===== config.mk =====
export PLATFORM = sky130hd
export DESIGN_NAME = parity_serial_rx
export DESIGN_NICKNAME = d
export VERILOG_FILES = /design/src/rtl/parity_serial_rx.sv
export SDC_FILE = /design/constraint.sdc
export NUM_CORES = 1
export LEC_CHECK = 0
export CORE_ASPECT_RATIO = 1.5
export CORE_UTILIZATION = 55
export DETAILED_ROUTE_END_ITERATION = 16
export PLACE_DENSITY_LB_ADDON = 0.2
export SETUP_SLACK_MARGIN = 0.4
export SYNTH_ARGS = -nofsm -noshare
export SYNTH_HDL_FRONTEND = slang
export SYNTH_SLANG_ARGS = --single-unit

===== constraint.sdc =====
create_clock -name clk -period 5.2 [get_ports clk]
set_input_delay 1.3 -clock clk [delete_from_list [all_inputs] [get_ports clk]]
set_output_delay 1.3 -clock clk [all_outputs]
set_load 0.005 [all_outputs]

===== src/rtl/parity_serial_rx.sv =====
// parity_serial_rx
// Even-parity serial frame receiver: start / DATA_BITS (LSB first) / parity / stop.
// Samples each bit mid-period, recomputes parity over the received bits and
// reports parity and framing errors alongside each completed word.
module parity_serial_rx #(
    parameter int unsigned CLKS_PER_BIT = 16,
    parameter int unsigned DATA_BITS    = 8
) (
    input  logic                 clk,
    input  logic                 rst_n,
    input  logic                 rx_in,
    output logic [DATA_BITS-1:0] rx_data,
    output logic                 rx_valid,
    output logic                 parity_err,
    output logic                 frame_err,
    output logic                 busy
);

    localparam int unsigned CNT_W = (CLKS_PER_BIT > 1) ? $clog2(CLKS_PER_BIT) : 1;
    localparam int unsigned IDX_W = (DATA_BITS > 1) ? $clog2(DATA_BITS) : 1;

    localparam logic [CNT_W-1:0] HALF_CNT = CNT_W'(CLKS_PER_BIT / 2 - 1);
    localparam logic [CNT_W-1:0] LAST_CNT = CNT_W'(CLKS_PER_BIT - 1);
    localparam logic [IDX_W-1:0] LAST_IDX = IDX_W'(DATA_BITS - 1);

    typedef enum logic [2:0] {
        IDLE,
        START,
        DATA,
        PARITY,
        STOP,
        BREAK
    } state_t;

    state_t               state, state_nxt;
    logic                 rx_meta, rxs;
    logic [CNT_W-1:0]     clk_cnt;
    logic [IDX_W-1:0]     bit_idx;
    logic [DATA_BITS-1:0] shreg;
    logic                 par_bit;

    logic                 cnt_clr;
    logic                 data_smp;
    logic                 par_smp;
    logic                 stop_smp;

    // Two-flop synchronizer; resets to the idle-high line level
    always_ff @(posedge clk or negedge rst_n) begin
        if (!rst_n) begin
            rx_meta <= 1'b1;
            rxs     <= 1'b1;
        end else begin
            rx_meta <= rx_in;
            rxs     <= rx_meta;
        end
    end

    // FSM state register
    always_ff @(posedge clk or negedge rst_n) begin
        if (!rst_n) state <= IDLE;
        else        state <= state_nxt;
    end

    // Next-state and sample strobes; every bit period ends on a cleared counter
    always_comb begin
        state_nxt = state;
        cnt_clr   = 1'b0;
        data_smp  = 1'b0;
        par_smp   = 1'b0;
        stop_smp  = 1'b0;
        case (state)
            IDLE: begin
                cnt_clr = 1'b1;
                if (!rxs) state_nxt = START;
            end
            START: begin
                if (clk_cnt == HALF_CNT) begin
                    cnt_clr   = 1'b1;
                    state_nxt = rxs ? IDLE : DATA;
                end
            end
            DATA: begin
                if (clk_cnt == LAST_CNT) begin
                    cnt_clr  = 1'b1;
                    data_smp = 1'b1;
                    if (bit_idx == LAST_IDX) state_nxt = PARITY;
                end
            end
            PARITY: begin
                if (clk_cnt == LAST_CNT) begin
                    cnt_clr   = 1'b1;
                    par_smp   = 1'b1;
                    state_nxt = STOP;
                end
            end
            STOP: begin
                // Leaving mid-stop-bit lets a start bit right after the stop bit be caught
                if (clk_cnt == LAST_CNT) begin
                    cnt_clr   = 1'b1;
                    stop_smp  = 1'b1;
                    state_nxt = rxs ? IDLE : BREAK;
                end
            end
            BREAK: begin
                cnt_clr = 1'b1;
                if (rxs) state_nxt = IDLE;
            end
            default: begin
                cnt_clr   = 1'b1;
                state_nxt = IDLE;
            end
        endcase
    end

    // Bit-period counter and data bit index
    always_ff @(posedge clk or negedge rst_n) begin
        if (!rst_n) begin
            clk_cnt <= '0;
            bit_idx <= '0;
        end else begin
            if (cnt_clr) clk_cnt <= '0;
            else         clk_cnt <= clk_cnt + 1'b1;

            if (state != DATA)  bit_idx <= '0;
            else if (data_smp)  bit_idx <= bit_idx + 1'b1;
        end
    end

    // Deserializer and parity-bit capture
    always_ff @(posedge clk or negedge rst_n) begin
        if (!rst_n) begin
            shreg   <= '0;
            par_bit <= 1'b0;
        end else begin
            if (data_smp) shreg[bit_idx] <= rxs;
            if (par_smp)  par_bit        <= rxs;
        end
    end

    // Output registers, updated only on the stop-bit sample
    always_ff @(posedge clk or negedge rst_n) begin
        if (!rst_n) begin
            rx_data    <= '0;
            rx_valid   <= 1'b0;
            parity_err <= 1'b0;
            frame_err  <= 1'b0;
        end else begin
            rx_valid <= stop_smp;
            if (stop_smp) begin
                rx_data    <= shreg;
                parity_err <= (^shreg) ^ par_bit;
                frame_err  <= ~rxs;
            end
        end
    end

    assign busy = (state != IDLE);

endmodule


==> run metrics <==
DR pass1 iterations=4; type of element launching the critical path=flop; hold-fix buffers at CTS=0; synth warn=0; Clk pin slew, worst setup/hold paths=0.09 ns; Die Area=2930 um2; Worst path top cell family by delay=simple AND/OR/NAND/NOR gates; number of global-route vias before repair=863; routability congestion estimate from global placement=0.801; vertical die dimension=65.8 um; GRT Total Usage=0.185; post-route setup TNS=0 ns; ratio of total power to cell area=295 nW/um2; post-synthesis net count=132; final cell area excluding filler cells=1710 um2; final critical path time including I/O delays and setup=3.03 ns; aggregate global routing overflow=0; clock root buffer master=sky130_fd_sc_hd__clkbuf_4; count of maximum capacitance violations=0; arrival time worst endpoint=1.73 ns; number of remaining DRC errors=0; required time of the critical path=3.90 ns; maximum clock path buffer count=2; final routed wire length divided by cell count=12.4 um; critical path's slowest cell=sky130_fd_sc_hd__or3_2; post-cts resize count=0; post-route clock period utilization=0.584; portion of the post-synthesis area used by sequential elements=0.539; total setup violations reported at the end of the flow=0; x dimension of the die=44.5 um; transition at the pin with the smallest max-transition slack=0.571 ns; H-tree levels=2; final instance count without filler cells=177; syn_area_per_cell=11.8 um2; post-synth cell types=32; number of antenna repair diodes=0; total CTS buffers=5; Fin Clk Skew=0.00902 ns; Static Leakage=0.813 nW; buffers plus inverters on the worst setup path=1; CTS sink count=32; antenna violations before repair=0; number of nets with antenna violations after detailed routing=0; number of port buffers=14; count of vias placed by the detailed router=933; class of the tightest hold or removal check=flop to flop; CTS tree=done; fraction of final layout cells sized beyond drive strength 1=0.220; Std-Cell Rows=22; postcts setup bufs=0; final hold viol count=0; maximum vdd ir drop=0.296 mV; Final #Nets=146; Netlist Area Pre-Place=1490 um2; setup repair after global routing missed its margin=no; global-route wire length before repair=3790 um; area of the core=2500 um2; maximum number of pins on one net before global-route repair=33; Initial Util=0.595; Final HPWL DP=1540 um; maximum operating frequency=0.330 GHz; total length of routed wires=2200 um; number of instances in the placed design=169; result of the run=finished clean; type of element capturing the critical path=output port; WS Path Type=flop to output port; Synth Register Bits=32; post-detailed-route via-to-cell ratio=5.27; boundary pin count=15; Cell Chain, Critical Path=or3_2 > clkdlybuf4s50_1; final number of max-transition violations=0; source-to-sink clock delay at the later pin of the worst-skew pair=0.33 ns; synthesized instance count=126; area post-placement=1630 um2; crit path max fanout=10; Syn-to-layout area delta=14.5%; Relative slew margins=0.618; delay contributed by the slowest stage of the critical path=0.49 ns; number of design-rule violations left by the first detailed-router iteration=11
## final timing paths
kind,startpoint,end,slack (ns),depth (start not counted)
min in group asynchronous,rst_n,rx_data[6]$_DFFE_PN0P_,1.36,2
max in group asynchronous,rst_n,rx_meta$_DFF_PN1_,3.53,2
min,rx_meta$_DFF_PN1_,rxs$_DFF_PN1_,0.36,0
max,state[2]$_DFFE_PN0P_,busy,2.17,2
min reg2reg,rx_meta$_DFF_PN1_,rxs$_DFF_PN1_,0.36,0
max reg2reg,clk_cnt[0]$_DFF_PN0_,rx_data[4]$_DFFE_PN0P_,3.19,4
## layout make-up
type                       instances  area [um2]
multi-input combinational         82         621
clock buffer                       6        41.3
timing repair buffer              15         148
tap                               36        45.0
inverter                           4        15.0
sequential                        32         803
clock inverter                     2        35.0
fill                             190         797
## state kept, by name (all words and copies together), names as in the netlist
| name | cells |
|---|---|
| rx_valid | 1 |
| rx_data | 8 |
| parity_err | 1 |
| clk_cnt | 4 |
| state | 3 |
| frame_err | 1 |
| rxs | 1 |
| par_bit | 1 |
| rx_meta | 1 |
| shreg | 8 |
| bit_idx | 3 |
## cell usage after synthesis (all sizes together)
library cell	count	area [um2]
nand4b	1	8.76
nand3b	3	22.5
xnor2	6	52.6
a21oi	3	15.0
dfstp	2	52.6
xnor3	1	22.5
a21o	1	7.51
nand2	11	41.3
a41oi	1	8.76
nor3b	3	32.5
and3	2	12.5
ha	3	37.5
or3b	1	11.3
or3	2	18.8
and2b	1	8.76
buf	6	45.0
o31ai	1	7.51
dfrtp	30	751
mux2	15	169
nor2	8	30.0
xor2	3	26.3
o21ai	8	40.0
nor3	2	10.0
clkbuf	2	7.51
mux2i	1	10.0
nand3	4	20.0
a211oi	1	7.51
inv	4	15.0
## cell families (layout without fill, tap and decap cells)
family / Yosys count / after routing / synth area share
buffers and inverters: 12 / 27 / 0.0453
adders and majority gates: 3 / 3 / 0.0252
AOI/OAI and AO/OA: 15 / 15 / 0.0579
xor gates and xnor gates: 10 / 10 / 0.0680
and+or+nand+nor: 38 / 38 / 0.145
muxes: 16 / 16 / 0.120
DFF: 32 / 32 / 0.539
## stage by stage
step / hold slack (ns) / setup WS (ns) / power (mW) / util
global route: 0.370 / 2.09 / 0.525 / 0.682
CTS: 0.363 / 2.14 / 0.510 / 0.682
detailed placement: 0.348 / 2.51 / 0.327 / 0.651
finish: 0.361 / 2.17 / 0.503 / 0.682
global placement: 0.346 / 2.53 / 0.326 / 0.651
floorplan: 0.345 / 2.94 / 0.311 / -
## placed cells by master, fill, tap and decap left out, drive strengths merged
master,count
nor3b,3
a41oi,1
clkbuf,6
dfrtp,30
nor3,2
nand3b,3
and2b,1
nand4b,1
a21o,1
clkdlybuf4s50,14
nor2,8
or3b,1
a211oi,1
clkinv,1
nand3,4
o21ai,8
mux2i,1
ha,3
a21oi,3
xnor3,1
dfstp,2
xnor2,6
bufinv,1
mux2,15
buf,1
and3,2
xor2,3
or3,2
nand2,11
o31ai,1
inv,4
## layer usage
metal	GRT usage	wire length, um	vias to the layer above
met3	0.0738	87	5
met2	0.305	1170	14
met4	0.0795	47	0
met5	0	0	-
li1	-	-	461
met1	0.207	898	453
## power breakdown
part           total (mW)  switching [mW]  internal, mW
logic              0.0430          0.0217        0.0213
clock network       0.182          0.0811         0.101
registers           0.278          0.0163         0.262
Power figures use the tool's default switching activity.
